**src/rtl/sevenseg_pkg.sv**
```systemverilog
// Shared constants and helpers for the seven-segment scan driver.
//   SEG_OFF    : active-low pattern with every segment unlit
//   SEG_HEX    : active-low {g,f,e,d,c,b,a} patterns for hex digits 0..F
//   seg_decode : nibble -> active-low segment pattern
//   idx_width  : width of a digit index for a given digit count (at least 1)
package sevenseg_pkg;

  localparam logic [6:0] SEG_OFF = 7'h7F;

  localparam logic [6:0] SEG_HEX [16] = '{
    7'h40, 7'h79, 7'h24, 7'h30, 7'h19, 7'h12, 7'h02, 7'h78,
    7'h00, 7'h18, 7'h08, 7'h03, 7'h46, 7'h21, 7'h06, 7'h0E
  };

  function automatic logic [6:0] seg_decode(input logic [3:0] nibble);
    return SEG_HEX[nibble];
  endfunction

  function automatic int unsigned idx_width(input int unsigned n);
    return (n > 1) ? $clog2(n) : 1;
  endfunction

endpackage

```
**src/rtl/hex_seg_decode.sv**
```systemverilog
// Combinational hex nibble to seven-segment decoder (active-low patterns).
//   nibble_i : hex digit 0..F
//   seg_o    : {g,f,e,d,c,b,a}, 0 = segment lit
module hex_seg_decode
  import sevenseg_pkg::*;
(
  input  logic [3:0] nibble_i,
  output logic [6:0] seg_o
);

  assign seg_o = seg_decode(nibble_i);

endmodule

```
**src/rtl/sevenseg_scan.sv**
```systemverilog
// Time-multiplexed N-digit seven-segment display driver.
//   clk       : system clock
//   rst_n     : asynchronous active-low reset
//   enable    : 0 = display dark, scan frozen
//   load      : capture value/dp_in/blank_in into the shadow registers
//   value     : hex nibbles, nibble i drives digit i (digit 0 rightmost)
//   dp_in     : decimal point request per digit
//   blank_in  : force digit dark
//   segments  : {g,f,e,d,c,b,a} at configured polarity
//   dp        : decimal point at configured polarity
//   anodes    : one-hot digit enable at configured polarity
//   digit_idx : digit currently driven (aligned with anodes)
// All outputs are registered and reflect the state of the previous cycle.
module sevenseg_scan
  import sevenseg_pkg::*;
#(
  parameter int unsigned N_DIGITS       = 4,
  parameter int unsigned SCAN_DIV       = 50000,
  parameter int unsigned GAP_CYCLES     = 500,
  parameter bit          SEG_ACTIVE_LOW = 1'b1,
  parameter bit          AN_ACTIVE_LOW  = 1'b1,
  parameter bit          LZ_SUPPRESS    = 1'b1
) (
  input  logic                                clk,
  input  logic                                rst_n,
  input  logic                                enable,
  input  logic                                load,
  input  logic [4*N_DIGITS-1:0]               value,
  input  logic [N_DIGITS-1:0]                 dp_in,
  input  logic [N_DIGITS-1:0]                 blank_in,
  output logic [6:0]                          segments,
  output logic                                dp,
  output logic [N_DIGITS-1:0]                 anodes,
  output logic [idx_width(N_DIGITS)-1:0]      digit_idx
);

  localparam int unsigned IdxW = idx_width(N_DIGITS);
  localparam int unsigned PreW = $clog2(SCAN_DIV);

  localparam logic [PreW-1:0] PreLast = PreW'(SCAN_DIV - 1);
  localparam logic [PreW-1:0] GapEnd  = PreW'(GAP_CYCLES);
  localparam logic [IdxW-1:0] IdxLast = IdxW'(N_DIGITS - 1);

  // Pin levels for "unlit" / "inactive" at the configured polarity.
  localparam logic [6:0]          SegUnlit = SEG_ACTIVE_LOW ? SEG_OFF : ~SEG_OFF;
  localparam logic                DpUnlit  = SEG_ACTIVE_LOW;
  localparam logic [N_DIGITS-1:0] AnOff    = {N_DIGITS{AN_ACTIVE_LOW}};

  // Shadow registers: the display logic never looks at the live inputs.
  logic [N_DIGITS-1:0][3:0] value_shadow_q;
  logic [N_DIGITS-1:0]      dp_shadow_q;
  logic [N_DIGITS-1:0]      blank_shadow_q;

  // Scan state.
  logic [PreW-1:0] pre_q, pre_d;
  logic [IdxW-1:0] idx_q, idx_d;

  // Output registers.
  logic [6:0]          seg_out_q, seg_out_d;
  logic                dp_out_q, dp_out_d;
  logic [N_DIGITS-1:0] an_out_q, an_out_d;
  logic [IdxW-1:0]     idx_out_q;

  // Decode path signals.
  logic [N_DIGITS-1:0] lead_zero;
  logic                zero_run;
  logic [3:0]          nib_sel;
  logic [6:0]          dec_seg;
  logic                active;
  logic                dark;
  logic                lit;
  logic [6:0]          seg_al;
  logic                dp_al;
  logic [N_DIGITS-1:0] an_hi;

  // ---------------------------------------------------------------------------
  // Shadow capture
  // ---------------------------------------------------------------------------
  always_ff @(posedge clk or negedge rst_n) begin
    if (!rst_n) begin
      value_shadow_q <= '0;
      dp_shadow_q    <= '0;
      blank_shadow_q <= '0;
    end else if (load) begin
      value_shadow_q <= value;
      dp_shadow_q    <= dp_in;
      blank_shadow_q <= blank_in;
    end
  end

  // ---------------------------------------------------------------------------
  // Prescaler and digit index; both freeze while enable is low.
  // ---------------------------------------------------------------------------
  always_comb begin
    pre_d = pre_q;
    idx_d = idx_q;
    if (enable) begin
      if (pre_q == PreLast) begin
        pre_d = '0;
        idx_d = (idx_q == IdxLast) ? '0 : idx_q + 1'b1;
      end else begin
        pre_d = pre_q + 1'b1;
      end
    end
  end

  always_ff @(posedge clk or negedge rst_n) begin
    if (!rst_n) begin
      pre_q <= '0;
      idx_q <= '0;
    end else begin
      pre_q <= pre_d;
      idx_q <= idx_d;
    end
  end

  // ---------------------------------------------------------------------------
  // Leading-zero mask: lead_zero[i] is set when nibbles i..N_DIGITS-1 are all 0.
  // ---------------------------------------------------------------------------
  always_comb begin
    lead_zero = '0;
    zero_run  = 1'b1;
    for (int i = N_DIGITS - 1; i >= 0; i--) begin
      zero_run     = zero_run & (value_shadow_q[i] == 4'h0);
      lead_zero[i] = zero_run;
    end
  end

  assign nib_sel = value_shadow_q[idx_q];

  hex_seg_decode u_dec (
    .nibble_i (nib_sel),
    .seg_o    (dec_seg)
  );

  // ---------------------------------------------------------------------------
  // Output next-state. A dark digit keeps its anode so the scan duty stays even.
  // ---------------------------------------------------------------------------
  always_comb begin
    active = enable && (pre_q >= GapEnd);
    dark   = blank_shadow_q[idx_q] ||
             (LZ_SUPPRESS && (idx_q != '0) && lead_zero[idx_q]);
    lit    = active && !dark;

    seg_al = lit ? dec_seg : SEG_OFF;
    dp_al  = !(lit && dp_shadow_q[idx_q]);

    an_hi = '0;
    if (active) begin
      an_hi[idx_q] = 1'b1;
    end

    seg_out_d = SEG_ACTIVE_LOW ? seg_al : ~seg_al;
    dp_out_d  = SEG_ACTIVE_LOW ? dp_al : ~dp_al;
    an_out_d  = AN_ACTIVE_LOW ? ~an_hi : an_hi;
  end

  always_ff @(posedge clk or negedge rst_n) begin
    if (!rst_n) begin
      seg_out_q <= SegUnlit;
      dp_out_q  <= DpUnlit;
      an_out_q  <= AnOff;
      idx_out_q <= '0;
    end else begin
      seg_out_q <= seg_out_d;
      dp_out_q  <= dp_out_d;
      an_out_q  <= an_out_d;
      idx_out_q <= idx_q;
    end
  end

  assign segments  = seg_out_q;
  assign dp        = dp_out_q;
  assign anodes    = an_out_q;
  assign digit_idx = idx_out_q;

endmodule
```
**config.mk**
```make
export PLATFORM = sky130hd
export DESIGN_NAME = sevenseg_scan
export DESIGN_NICKNAME = d
export VERILOG_FILES = /design/src/rtl/sevenseg_pkg.sv /design/src/rtl/hex_seg_decode.sv /design/src/rtl/sevenseg_scan.sv
export SDC_FILE = /design/constraint.sdc
export NUM_CORES = 1
export LEC_CHECK = 0
export ABC_AREA = 1
export BUFFER_PORTS_ARGS = -buffer_cell sky130_fd_sc_hd__buf_2
export CAP_MARGIN = 20
export CORE_ASPECT_RATIO = 0.7
export CORE_MARGIN = 4
export CORE_UTILIZATION = 45
export DETAILED_ROUTE_END_ITERATION = 8
export GPL_ROUTABILITY_DRIVEN = 0
export PLACE_DENSITY = 0.75
export SYNTH_ARGS = -nofsm -noshare
export SYNTH_HDL_FRONTEND = slang
export SYNTH_SLANG_ARGS = --single-unit
```
**constraint.sdc**
```tcl
create_clock -name clk -period 4.51 [get_ports clk]
set_input_delay 0.451 -clock clk [delete_from_list [all_inputs] [get_ports clk]]
set_output_delay 0.451 -clock clk [all_outputs]
set_load 0.01 [all_outputs]
```
==> metrics.md <==
| Metric | Value |
|---|---|
| WP data arrival | `around 2.3 ns` |
| Pin count of the biggest net entering global routing | `between 50 and 60` |
| Clock transition at the registers of the reported paths | `approximately 0.1 ns` |
| Mapped Cells | `between 300 and 400` |
| GR Util All Layers | `17.1%` |
| Setup Fix Bufs, Post-CTS | `0` |
| Clock power frac | `between 20% and 30%` |
| Register area share after synthesis | `46.7%` |
| Wire length reported by the detailed router | `6480 um` |
| Post-route non-filler standard cell count | `roughly 510` |
| Max Fanout on Critical Path | `18` |
| Max stage delay cell, worst path | `sky130_fd_sc_hd__dfrtp_1` |
| Share of synthesized registers carrying an async set or reset | `between 90% and 100%` |
| Per-instance average area after synthesis | `about 8.1 um2` |
| # hold bufs at CTS | `0` |
| Cell type contributing the most total cell area after synthesis | `sky130_fd_sc_hd__dfrtp_1` |
| Synthesized net count | `around 410` |
| Core footprint | `roughly 6400 um2` |
| Actual transition at the worst max-transition pin | `roughly 0.70 ns` |
| Post-synthesis instance area | `between 3000 and 4000 um2` |
| Proportion of layout cells with a drive suffix above 1 | `between 20% and 30%` |
| Remaining number of nets flagged by the antenna check after routing | `0` |
| Mean routed wirelength per cell | `~13 um` |
| Ordered cell list for the critical path | `inv_2 -> nand2_1 -> nand3_1 -> nand2_1 -> inv_1 -> ha_1 -> nand3_1 -> nand2_1 -> a21oi_1 -> nand2_1` |
| Combinational fraction of design power | `between 20% and 30%` |
| Total number of yosys warnings | `0` |
| # clock sinks | `56` |
| Finished layout cell area | `roughly 3400 um2` |
| TNS Setup | `0 ns` |
| Switching power share of the total | `a little over a third` |
| CTS tree | `built` |
| Vias in the first global route | `2,376` |
| DRC violation count after routing | `0` |
| GRT overflow | `0` |
| Top_reg_cell synth | `sky130_fd_sc_hd__dfrtp_1` |
| Initial Utilization | `47.6%` |
| Power Dens Cells | `around 370 nW/um2` |
| Initial drt markers | `roughly 220` |
| Internal Power | `808 uW` |
| Total CTS buffers | `5` |
| Ratio of routed vias to standard cells | `a little under 5` |
| Setup repair after global routing missed its margin | `false` |
| Diode insertion count for antenna repair | `0` |
| Proportion of power drawn by flip-flops and latches | `between 50 and 60%` |
| Achievable clock frequency | `between 400 and 500 MHz` |
| Placement Rows | `24` |
| Post-detailed-placement cell area | `around 3300 um2` |
| Slew Limit Headroom | `~53%` |
| Final setup violation count | `0` |
| Post-synth cell types | `26` |
| Class of the most critical setup path | `reg -> reg` |
| CP peak stage delay | `slightly below 0.7 ns` |
| Height of the chip | `around 77 um` |
| Type of element launching the critical path | `register` |
| Hold violation total from the final report | `0` |
| Worst-Skew Late Latency | `approximately 0.31 ns` |
| Critical path buffers and inverters | `2` |
| Maximum level of the CTS H-tree | `2` |
| IO buf count | `41` |
| Ranking of synthesized cells by instance count | `sky130_fd_sc_hd__nand2_1 (105), sky130_fd_sc_hd__dfrtp_1 (44), sky130_fd_sc_hd__nor2_1 (43)` |
| Hold Crit Class | `in -> async` |
| Initial antenna violation count | `0` |
| Root buffer cell | `sky130_fd_sc_hd__clkbuf_8` |
| Wire length of the first global-routing pass | `roughly 11,000 um` |
| Most area-consuming cells after synthesis | `sky130_fd_sc_hd__dfrtp_1 (36%), sky130_fd_sc_hd__nand2_1 (13%), sky130_fd_sc_hd__dfstp_2 (10%)` |
| Share of the synthesized area in the top cell type | `roughly 36%` |
| Psw | `447 uW` |
| Length of the first detailed-routing pass in iterations | `4` |
| Share of the cycle needed by the critical path after routing | `between 40% and 50%` |
| Vias | `approximately 2,500` |
| Layout Area Growth over Synthesis | `11.6%` |
| Max Root-Sink Buffers | `2` |
| Number of synthesized flops with an enable pin | `0` |
| Placed instance count | `slightly below 500` |
| Estimated wirelength of the detail-placed design | `around 4800 um` |
| Endpoint required time on the critical path | `between 4 and 5 ns` |
| Cell type with the highest occurrence count on the critical path | `sky130_fd_sc_hd__nand2_1` |
| Min Tclk post-route | `around 2.1 ns` |
| Worst path top cell family by delay | `flip-flops` |
| Number of primary I/O pins | `42` |
| Total of flip-flops plus latches after synthesis | `56` |
| Worst IR drop on VDD | `~0.00019 V` |
| Final count of pins violating max slew | `0` |
| Most repeated cell in the gate-level netlist after synthesis | `sky130_fd_sc_hd__nand2_1` |
| Leakage power figure | `between 0.0015 and 0.002 uW` |
| Post-cts gate resize count | `0` |
| Clock tree skew after final layout | `0.00691 ns` |
| Max-capacitance violation count | `0` |
| Die boundary width | `~110 um` |
| Area enclosed by the die boundary | `approximately 8000 um2` |
| Category of the worst setup path capture point | `register` |
| Result of the run | `finished clean` |
| NumNets Final | `452` |
## stage by stage
step	power (uW)	util [%]	hold WS [ns]	setup WS (ns)
global placement	969	51.7	0.505	2.58
CTS	1260	53.1	0.290	2.47
finish	1260	53.1	0.261	2.45
floorplan	890	-	0.155	2.90
detailed placement	981	51.7	0.514	2.48
global route	1340	53.1	0.319	2.16
## cell type report
class / instances / area [um2]
Multi-Input combinational cell: 265 / 1390
Sequential cell: 56 / 1420
Fill cell: 595 / 2980
Inverter: 43 / 161
Clock inverter: 3 / 18.8
Clock buffer: 5 / 68.8
Tap cell: 91 / 114
Timing Repair Buffer: 42 / 213
## layout by cell type, fill, tap and decap left out, drive strengths merged
master / count
nand2: 111
nor2: 48
dfrtp: 44
inv: 43
buf: 42
nand3: 38
o21ai: 21
mux2: 15
dfstp: 12
ha: 11
a21oi: 7
nor3: 5
clkbuf: 5
nand4: 4
xnor2: 2
clkinvlp: 2
and2: 1
nand3b: 1
o21bai: 1
clkinv: 1
## sequential cells by signal, indices dropped and copies added, names as in the netlist
signal          flops
pre_q              16
idx_q               2
digit_idx           2
blank_shadow_q      4
dp                  1
value_shadow_q     16
anodes              4
dp_shadow_q         4
segments            7
## worst reg2reg max path: stages (launching register included)
cell,delay (ns)
sky130_fd_sc_hd__dfrtp_1,0.68
sky130_fd_sc_hd__inv_2,0.24
sky130_fd_sc_hd__nand2_1,0.11
sky130_fd_sc_hd__nand3_1,0.06
sky130_fd_sc_hd__nand2_1,0.21
sky130_fd_sc_hd__inv_1,0.10
sky130_fd_sc_hd__ha_1,0.22
sky130_fd_sc_hd__nand3_1,0.13
sky130_fd_sc_hd__nand2_1,0.07
sky130_fd_sc_hd__a21oi_1,0.12
sky130_fd_sc_hd__nand2_1,0.06
## metal layers
| metal | global-route usage [%] | vias to the layer above | wire, um |
|---|---|---|---|
| li1 | - | 1256 | - |
| met1 | 25.4 | 1164 | 3220 |
| met2 | 25.0 | 65 | 2780 |
| met3 | 3.94 | 9 | 413 |
| met4 | 4.40 | 0 | 70 |
| met5 | 0 | - | 0 |
## path summary, 6_finish.rpt
path,cells past startpoint,slack (ns),end,from
hold reg to reg,1,0.53,dp_shadow_q[3]$_DFFE_PN0P_,dp_shadow_q[3]$_DFFE_PN0P_
setup reg to reg,10,2.45,segments[6]$_DFF_PN1_,idx_q[0]$_DFFE_PN0P_
hold / removal,2,0.26,value_shadow_q[11]$_DFFE_PN0P_,rst_n
min in group clk,3,0.34,value_shadow_q[12]$_DFFE_PN0P_,value[12]
max in group asynchronous,2,3.79,pre_q[3]$_DFFE_PN0P_,rst_n
setup / recovery,10,2.45,segments[6]$_DFF_PN1_,idx_q[0]$_DFFE_PN0P_
## power by group through the flow
stage          Sequential, uW  Combinational [uW]  Clock [uW]
6_report                  660                 317         279
5_1_grt                   671                 367         304
4_1_cts                   658                 318         283
3_5_place_dp              667                 314           0
3_3_place_gp              664                 305           0
2_1_floorplan             648                 241           0
## cells by family after synthesis
| logic type | share of synthesized area (%) |
|---|---|
| muxes | 5.57 |
| DFF | 46.7 |
| adders and majority gates | 4.54 |
| xor gates and xnor gates | 0.578 |
| and+or+nand+nor | 30.3 |
| buffers and inverters | 7.39 |
| AOI/OAI and AO/OA | 4.87 |
(Power assumes the default switching activity.)
